<file path="src/rtl/cp0_exc_ctrl_pkg.sv">
// Shared CP0 definitions: exception codes, register indices and SR/Cause field layout.
// Also used by the exception-code stage so both sides agree on encodings.
package cp0_exc_ctrl_pkg;

    localparam logic [4:0] EXC_INT     = 5'd0;
    localparam logic [4:0] EXC_ADEL    = 5'd4;
    localparam logic [4:0] EXC_ADES    = 5'd5;
    localparam logic [4:0] EXC_SYSCALL = 5'd8;
    localparam logic [4:0] EXC_BREAK   = 5'd9;
    localparam logic [4:0] EXC_RI      = 5'd10;
    localparam logic [4:0] EXC_OV      = 5'd12;
    localparam logic [4:0] EXC_TRAP    = 5'd13;

    localparam logic [4:0] CP0_SR    = 5'd12;
    localparam logic [4:0] CP0_CAUSE = 5'd13;
    localparam logic [4:0] CP0_EPC   = 5'd14;
    localparam logic [4:0] CP0_PRID  = 5'd15;

    localparam int unsigned SR_IE_BIT     = 0;
    localparam int unsigned SR_EXL_BIT    = 1;
    localparam int unsigned SR_IM_LSB     = 10;
    localparam int unsigned CAUSE_EXC_LSB = 2;
    localparam int unsigned CAUSE_IP_LSB  = 10;
    localparam int unsigned CAUSE_BD_BIT  = 31;

    typedef struct packed {
        logic [5:0] im;
        logic       exl;
        logic       ie;
    } sr_t;

    typedef struct packed {
        logic       bd;
        logic [5:0] ip;
        logic [4:0] exc_code;
    } cause_t;

    function automatic logic [31:0] pack_sr(input sr_t s);
        logic [31:0] r;
        r = '0;
        r[SR_IM_LSB +: 6] = s.im;
        r[SR_EXL_BIT]     = s.exl;
        r[SR_IE_BIT]      = s.ie;
        return r;
    endfunction

    function automatic logic [31:0] pack_cause(input cause_t c);
        logic [31:0] r;
        r = '0;
        r[CAUSE_BD_BIT]          = c.bd;
        r[CAUSE_IP_LSB +: 6]     = c.ip;
        r[CAUSE_EXC_LSB +: 5]    = c.exc_code;
        return r;
    endfunction

endpackage

</file>
<file path="src/rtl/cp0_exc_ctrl_if.sv">
// Pipeline <-> CP0 signal bundle: mtc0/mfc0 access, commit-slot info and exception request.
interface cp0_exc_ctrl_if;

    logic        WE;
    logic [4:0]  CP0Addr;
    logic [31:0] CP0In;
    logic [31:0] VPC;
    logic        BDIn;
    logic [4:0]  ExcCodeIn;
    logic [5:0]  HWInt;
    logic        EXLClr;
    logic [31:0] CP0Out;
    logic [31:0] EPCOut;
    logic [31:0] HandlerPC;
    logic        Req;

    modport master (
        output WE, CP0Addr, CP0In, VPC, BDIn, ExcCodeIn, HWInt, EXLClr,
        input  CP0Out, EPCOut, HandlerPC, Req
    );

    modport slave (
        input  WE, CP0Addr, CP0In, VPC, BDIn, ExcCodeIn, HWInt, EXLClr,
        output CP0Out, EPCOut, HandlerPC, Req
    );

endinterface

</file>
<file path="src/rtl/cp0_int_arb.sv">
// Decides whether an interrupt or exception is taken this cycle and which ExcCode to record.
module cp0_int_arb
    import cp0_exc_ctrl_pkg::*;
(
    input  logic [5:0] hw_int,
    input  sr_t        sr,
    input  logic [4:0] exc_code_in,
    output logic       int_req,
    output logic       exc_req,
    output logic       req,
    output logic [4:0] exc_code
);

    assign int_req  = (|(hw_int & sr.im)) & sr.ie & ~sr.exl;
    assign exc_req  = (exc_code_in != EXC_INT) & ~sr.exl;
    assign req      = int_req | exc_req;
    // Interrupts win over a simultaneous synchronous exception.
    assign exc_code = int_req ? EXC_INT : exc_code_in;

endmodule

</file>
<file path="src/rtl/cp0_exc_ctrl.sv">
// CP0 exception/interrupt controller: holds SR/Cause/EPC/PRId, raises Req and serves mfc0/mtc0/eret.
module cp0_exc_ctrl
    import cp0_exc_ctrl_pkg::*;
#(
    parameter logic [31:0] PRID    = 32'h5037_0007,
    parameter logic [31:0] HANDLER = 32'h0000_4180
) (
    input  logic            clk,
    input  logic            reset,
    cp0_exc_ctrl_if.slave   bus
);

    sr_t         sr_q, sr_d;
    cause_t      cause_q, cause_d;
    logic [29:0] epc_q, epc_d;

    logic       int_req;
    logic       exc_req;
    logic       arb_req;
    logic       req;
    logic [4:0] sel_code;

    cp0_int_arb u_int_arb (
        .hw_int      (bus.HWInt),
        .sr          (sr_q),
        .exc_code_in (bus.ExcCodeIn),
        .int_req     (int_req),
        .exc_req     (exc_req),
        .req         (arb_req),
        .exc_code    (sel_code)
    );

    assign req = arb_req & ~reset;

    // Priority per edge: exception entry, then eret, then mtc0.
    always_comb begin
        sr_d     = sr_q;
        cause_d  = cause_q;
        epc_d    = epc_q;
        cause_d.ip = bus.HWInt;
        if (req) begin
            sr_d.exl         = 1'b1;
            cause_d.bd       = bus.BDIn;
            cause_d.exc_code = sel_code;
            // Word-aligned EPC; the delay-slot case backs up one instruction, wrapping mod 2^32.
            epc_d = bus.BDIn ? bus.VPC[31:2] - 30'd1 : bus.VPC[31:2];
        end else begin
            if (bus.WE && bus.CP0Addr == CP0_SR) begin
                sr_d.im  = bus.CP0In[SR_IM_LSB +: 6];
                sr_d.exl = bus.CP0In[SR_EXL_BIT];
                sr_d.ie  = bus.CP0In[SR_IE_BIT];
            end
            if (bus.WE && bus.CP0Addr == CP0_EPC) begin
                epc_d = bus.CP0In[31:2];
            end
            if (bus.EXLClr) begin
                sr_d.exl = 1'b0;
            end
        end
    end

    always_ff @(posedge clk or posedge reset) begin
        if (reset) begin
            sr_q    <= '0;
            cause_q <= '0;
            epc_q   <= '0;
        end else begin
            sr_q    <= sr_d;
            cause_q <= cause_d;
            epc_q   <= epc_d;
        end
    end

    always_comb begin
        bus.CP0Out = '0;
        case (bus.CP0Addr)
            CP0_SR:    bus.CP0Out = pack_sr(sr_q);
            CP0_CAUSE: bus.CP0Out = pack_cause(cause_q);
            CP0_EPC:   bus.CP0Out = {epc_q, 2'b00};
            CP0_PRID:  bus.CP0Out = PRID;
            default:   bus.CP0Out = '0;
        endcase
    end

    assign bus.EPCOut    = {epc_q, 2'b00};
    assign bus.HandlerPC = HANDLER;
    assign bus.Req       = req;

endmodule

</file>
<file path="src/flat_wrapper.sv">
// flat-port wrapper written by rule: the top's interface ports become plain ports
module cp0_exc_ctrl_flat import cp0_exc_ctrl_pkg::*;
#(
    parameter logic [31:0] PRID    = 32'h5037_0007,
    parameter logic [31:0] HANDLER = 32'h0000_4180
)
  (clk, reset, bus_WE, bus_CP0Addr, bus_CP0In, bus_VPC, bus_BDIn, bus_ExcCodeIn, bus_HWInt, bus_EXLClr, bus_CP0Out, bus_EPCOut, bus_HandlerPC, bus_Req);
  cp0_exc_ctrl_if bus_i ();
  input  logic clk;
  input  logic reset;
  input wire logic [$bits(bus_i.WE)-1:0] bus_WE;
  input wire logic [$bits(bus_i.CP0Addr)-1:0] bus_CP0Addr;
  input wire logic [$bits(bus_i.CP0In)-1:0] bus_CP0In;
  input wire logic [$bits(bus_i.VPC)-1:0] bus_VPC;
  input wire logic [$bits(bus_i.BDIn)-1:0] bus_BDIn;
  input wire logic [$bits(bus_i.ExcCodeIn)-1:0] bus_ExcCodeIn;
  input wire logic [$bits(bus_i.HWInt)-1:0] bus_HWInt;
  input wire logic [$bits(bus_i.EXLClr)-1:0] bus_EXLClr;
  output wire logic [$bits(bus_i.CP0Out)-1:0] bus_CP0Out;
  output wire logic [$bits(bus_i.EPCOut)-1:0] bus_EPCOut;
  output wire logic [$bits(bus_i.HandlerPC)-1:0] bus_HandlerPC;
  output wire logic [$bits(bus_i.Req)-1:0] bus_Req;
  assign bus_i.WE = bus_WE;
  assign bus_i.CP0Addr = bus_CP0Addr;
  assign bus_i.CP0In = bus_CP0In;
  assign bus_i.VPC = bus_VPC;
  assign bus_i.BDIn = bus_BDIn;
  assign bus_i.ExcCodeIn = bus_ExcCodeIn;
  assign bus_i.HWInt = bus_HWInt;
  assign bus_i.EXLClr = bus_EXLClr;
  assign bus_CP0Out = bus_i.CP0Out;
  assign bus_EPCOut = bus_i.EPCOut;
  assign bus_HandlerPC = bus_i.HandlerPC;
  assign bus_Req = bus_i.Req;
  cp0_exc_ctrl #(.PRID(PRID), .HANDLER(HANDLER)) u_core (.clk(clk), .reset(reset), .bus(bus_i));
endmodule
</file>
<file path="config.mk">
export PLATFORM = sky130hd
export DESIGN_NAME = cp0_exc_ctrl_flat
export DESIGN_NICKNAME = d
export VERILOG_FILES = /design/src/rtl/cp0_exc_ctrl_pkg.sv /design/src/rtl/cp0_exc_ctrl_if.sv /design/src/rtl/cp0_int_arb.sv /design/src/rtl/cp0_exc_ctrl.sv /design/src/flat_wrapper.sv
export SDC_FILE = /design/constraint.sdc
export NUM_CORES = 1
export LEC_CHECK = 0
export BUFFER_PORTS_ARGS = -buffer_cell sky130_fd_sc_hd__buf_2
export CORE_ASPECT_RATIO = 0.7
export CORE_MARGIN = 1
export CORE_UTILIZATION = 40
export DETAILED_ROUTE_END_ITERATION = 8
export GPL_TIMING_DRIVEN = 1
export PLACE_DENSITY = 0.79
export SLEW_MARGIN = 15
export SYNTH_ARGS = -nofsm -noshare
export SYNTH_HDL_FRONTEND = slang
export SYNTH_SLANG_ARGS = --single-unit
</file>
<file path="constraint.sdc">
create_clock -name clk -period 2.7 [get_ports clk]
set_input_delay 0.405 -clock clk [delete_from_list [all_inputs] [get_ports clk]]
set_output_delay 0.405 -clock clk [all_outputs]
set_load 0.005 [all_outputs]
</file>
==> flow_metrics.py <==
metrics = {
    "pwr": {
        "finalPower_w": 0.002450,
        "power.switching_w": 0.0007253,
        "p_int_w": 0.001725,
        "swShare_pct": 29.60,
        "seqPwrFrac_pct": 42.1,
        "powerDensity_mw_per_mm2": 558.7,
        "p_comb_share_pct": 24.7,
        "peakVddDrop_uv": 307.3,
        "p_clk_share_pct": 33.2,
        "cellLeakagePower_nw": 2.207,
    },
    "synthesis": {
        "post-synth-top-area-fraction_pct": 36.17,
        "synthArstFlopShare_pct": 100.0,
        "synth.cell_area_mm2": 0.003460,
        "yosysWarnings": 0,
        "synthSimpleGateAreaFrac_pct": 23.44,
        "synth_adder_area_share_pct": 0.3617,
        "synth_ff_type": "dfrtp_1",
        "seq_area_frac_synth_pct": 36.17,
        "synth_top_family_by_area": "simple AND/OR/NAND/NOR gates",
        "ys_top_cells_by_count": "dfrtp_1, nor2_1, buf_4",
        "synth_area_leaders": "dfrtp_1, buf_4, mux2i_1, a211oi_1, xor2_1",
        "synth_mux_area_share_pct": 7.233,
        "synthCells": 397,
        "yosysMostFrequentCell": "dfrtp_1",
        "ys_types": 44,
        "synth_compound_area_share_pct": 14.14,
        "synth.largest_area_cell": "dfrtp_1",
        "avgSynthCellArea_um2": 8.714,
        "ys_ff_latch": 50,
        "synth-edff-count": 0,
        "synth_xor_area_share_pct": 7.089,
    },
    "timing": {
        "hold_violations": 0,
        "min_period_ns": 2.205,
        "layout_setup_ws_ns": 0.4946,
        "fin_crit_sh_pct": 81.68,
        "max_freq_mhz": 453.4,
        "rsz0062_at_grt": "no",
        "fin_worst_skew_ns": 0.007006,
        "setup_viol": 0,
        "max_slew_margin_pct": 56.82,
        "setup_tns_ns": 0,
        "worstMarginPinSlew_ns": 0.6388,
        "slew_violations": 0,
    },
    "drt": {
        "ant_nets": 0,
        "num_vias": 3342,
        "vias_per_cell": 5.238,
        "drt-total-wl_um": 10300,
        "remaining_drc_errors": 0,
        "post_drt_wl_per_cell_um": 16.14,
        "drt_iter0_drc": 177,
        "first_pass_iters": 4,
    },
    "clock_tree": {
        "clk_latency_ns": 0.29,
        "clock_path_buffers": 2,
        "cts.clk_slew.worst_paths_ns": 0.07,
        "cts_htree_levels": 2,
        "cts_resized": 0,
        "clockRootBuffer": "clkbuf_16",
        "cts.sinks": 50,
        "cts_made_buffers": 5,
        "cts_tree": "built",
        "post_cts_buffers": 0,
        "cts_hold_buf": 0,
    },
    "worst_setup_path": {
        "worst-setup-path-type": "reg -> out",
        "crit_family": "compound AO/OA/AOI/OAI gates",
        "rrSetupSlack_ns": 0.54,
        "rr_worst_depth": 6,
        "rr_endpoint": "u_core.cause_q[11]",
        "cp-end-kind": "output port",
        "start_kind": "flop",
        "crit_buf_inv": 2,
        "reg2reg_from": "u_core.sr_q[4]",
        "required_ns": 2.30,
        "cp_slowest_cell": "a311o_1",
        "slowest_delay_ns": 0.48,
        "crit_arrival_ns": 1.80,
        "cp_cell_sequence": "a22oi_1 -> a311o_1 -> a21oi_4 -> buf_4 -> buf_2",
        "crit_path_max_fanout": 11,
    },
    "place": {
        "dp_hpwl_um": 8135,
        "io_buffers": 145,
        "gp_congestion": 0.8471,
        "pre_cts_slack_ns": 0.3697,
        "dp_cells": 630,
    },
    "global_route": {
        "grt_overflow_total": 0,
        "grtUsageTotal_pct": 22.55,
        "antenna_found_initial": 0,
        "grt_max_degree": 35,
        "first_global_vias": 3036,
        "grt_pass1_wl_um": 15750,
    },
    "hold_path": {
        "hold_path.class": "in -> async",
    },
    "floorplan": {
        "ios": 182,
        "core_area_mm2": 0.008108,
        "dieArea_mm2": 0.009031,
        "dieWidth_um": 113.2,
        "core.rowCount": 27,
        "dieHeight_um": 79.81,
        "initial_core_util_pct": 42.67,
    },
    "cells_and_area": {
        "antennaDiodeCount": 0,
        "drive_gt1_share_pct": 34.45,
        "fin_util_pct": 54.09,
        "final_cells": 638,
        "nets": 622,
        "fill_cells": 753,
        "area_delta_synth_final_pct": 26.76,
    },
    "run": {
        "max_cap_viol_count": 0,
    },
    "status": {
        "status": "completed",
    },
}
final cells by class:
type	instances	area (um2)	share of cell area, %
tap	101	126.4	2.882
clock buffer	5	125.1	2.853
clock inverter	3	68.82	1.569
timing repair buffer	159	830.8	18.94
inverter	9	33.78	0.7703
multi-input combinational	311	1949	44.45
sequential	50	1251	28.53
how the worst max path moves through the flow:
stage / start / endpoint / slack, ns / depth (start not counted)
floorplan: bus_CP0Addr[0] / bus_CP0Out[19] / 0.60 / 6
global placement: bus_HWInt[2] / u_core.cause_q[11] / 0.45 / 7
detailed placement: bus_BDIn / u_core.epc_q[19] / 0.37 / 6
CTS: u_core.sr_q[4] / bus_Req / 0.49 / 5
global route: u_core.sr_q[4] / bus_Req / 0.43 / 5
finish: u_core.sr_q[4] / bus_Req / 0.49 / 5
through the flow:
step,hold slack (ns),area (um2)
global placement,0.5026,4192
finish,0.2318,4385
CTS,0.2311,4385
global route,0.2306,4385
detailed placement,0.5056,4192
floorplan,0.4364,3580
cell usage in the layout (no fill, tap or decap), types with 3 or more instances in the layout:
master       n
nor2_1      36
o21ai_0     15
nor3_1       7
mux2i_1     16
inv_1        8
nor4b_1      3
or3_1        4
clkbuf_16    5
nand4_1      5
buf_2      145
nand2_1     21
nor4_1       6
a21oi_1     29
dfrtp_1     50
a211oi_1    21
and3_1      21
or4_1        3
and2_1      12
a22oi_1      8
buf_4       14
nor2b_1      3
xnor2_1     10
xor2_1      18
mux2_2       8
conb_1      34
nand3b_1     3
nand3_1      9
flip-flops by register name, summed over array words and instances, names as in the netlist:
name	flops
u_core.sr_q	8
u_core.epc_q	30
u_core.cause_q	12
routing by layer:
layer  GRT usage, %  wire, um  up-vias
li1               -         -     1620
met5              0         0        -
met3          4.100       593        4
met4          4.342        55        0
met2          36.26      4775      118
met1          31.76      4873     1600
power groups by stage:
| stage | Sequential [W] | Clock [W] | Combinational, W |
|---|---|---|---|
| after global placement | 0.00104 | 0 | 0.000590 |
| after floorplan | 0.00102 | 0 | 0.000346 |
| after detailed placement | 0.00104 | 0 | 0.000606 |
| after global routing | 0.00105 | 0.000858 | 0.000682 |
| after CTS | 0.00103 | 0.000829 | 0.000608 |
| final | 0.00103 | 0.000813 | 0.000606 |
kinds of logic (layout without fill, tap and decap cells):
logic type	after synthesis	count (layout)
AND/OR/NAND/NOR	144	144
AO/OA/AOI/OAI	80	80
buffers and inverters	68	176
flip-flops	50	50
XOR/XNOR	28	28
multiplexers	24	24
other	2	34
adder cells (fa/ha/maj)	1	1
worst reg2reg max path, stage by stage (launching register included):
cell and delay, ns:
dfrtp_1 0.39, a22oi_1 0.12, a311o_1 0.48, a21oi_4 0.20, buf_4 0.20, buf_4 0.29
mux2_2 0.37
Power figures use the tool's default switching activity.
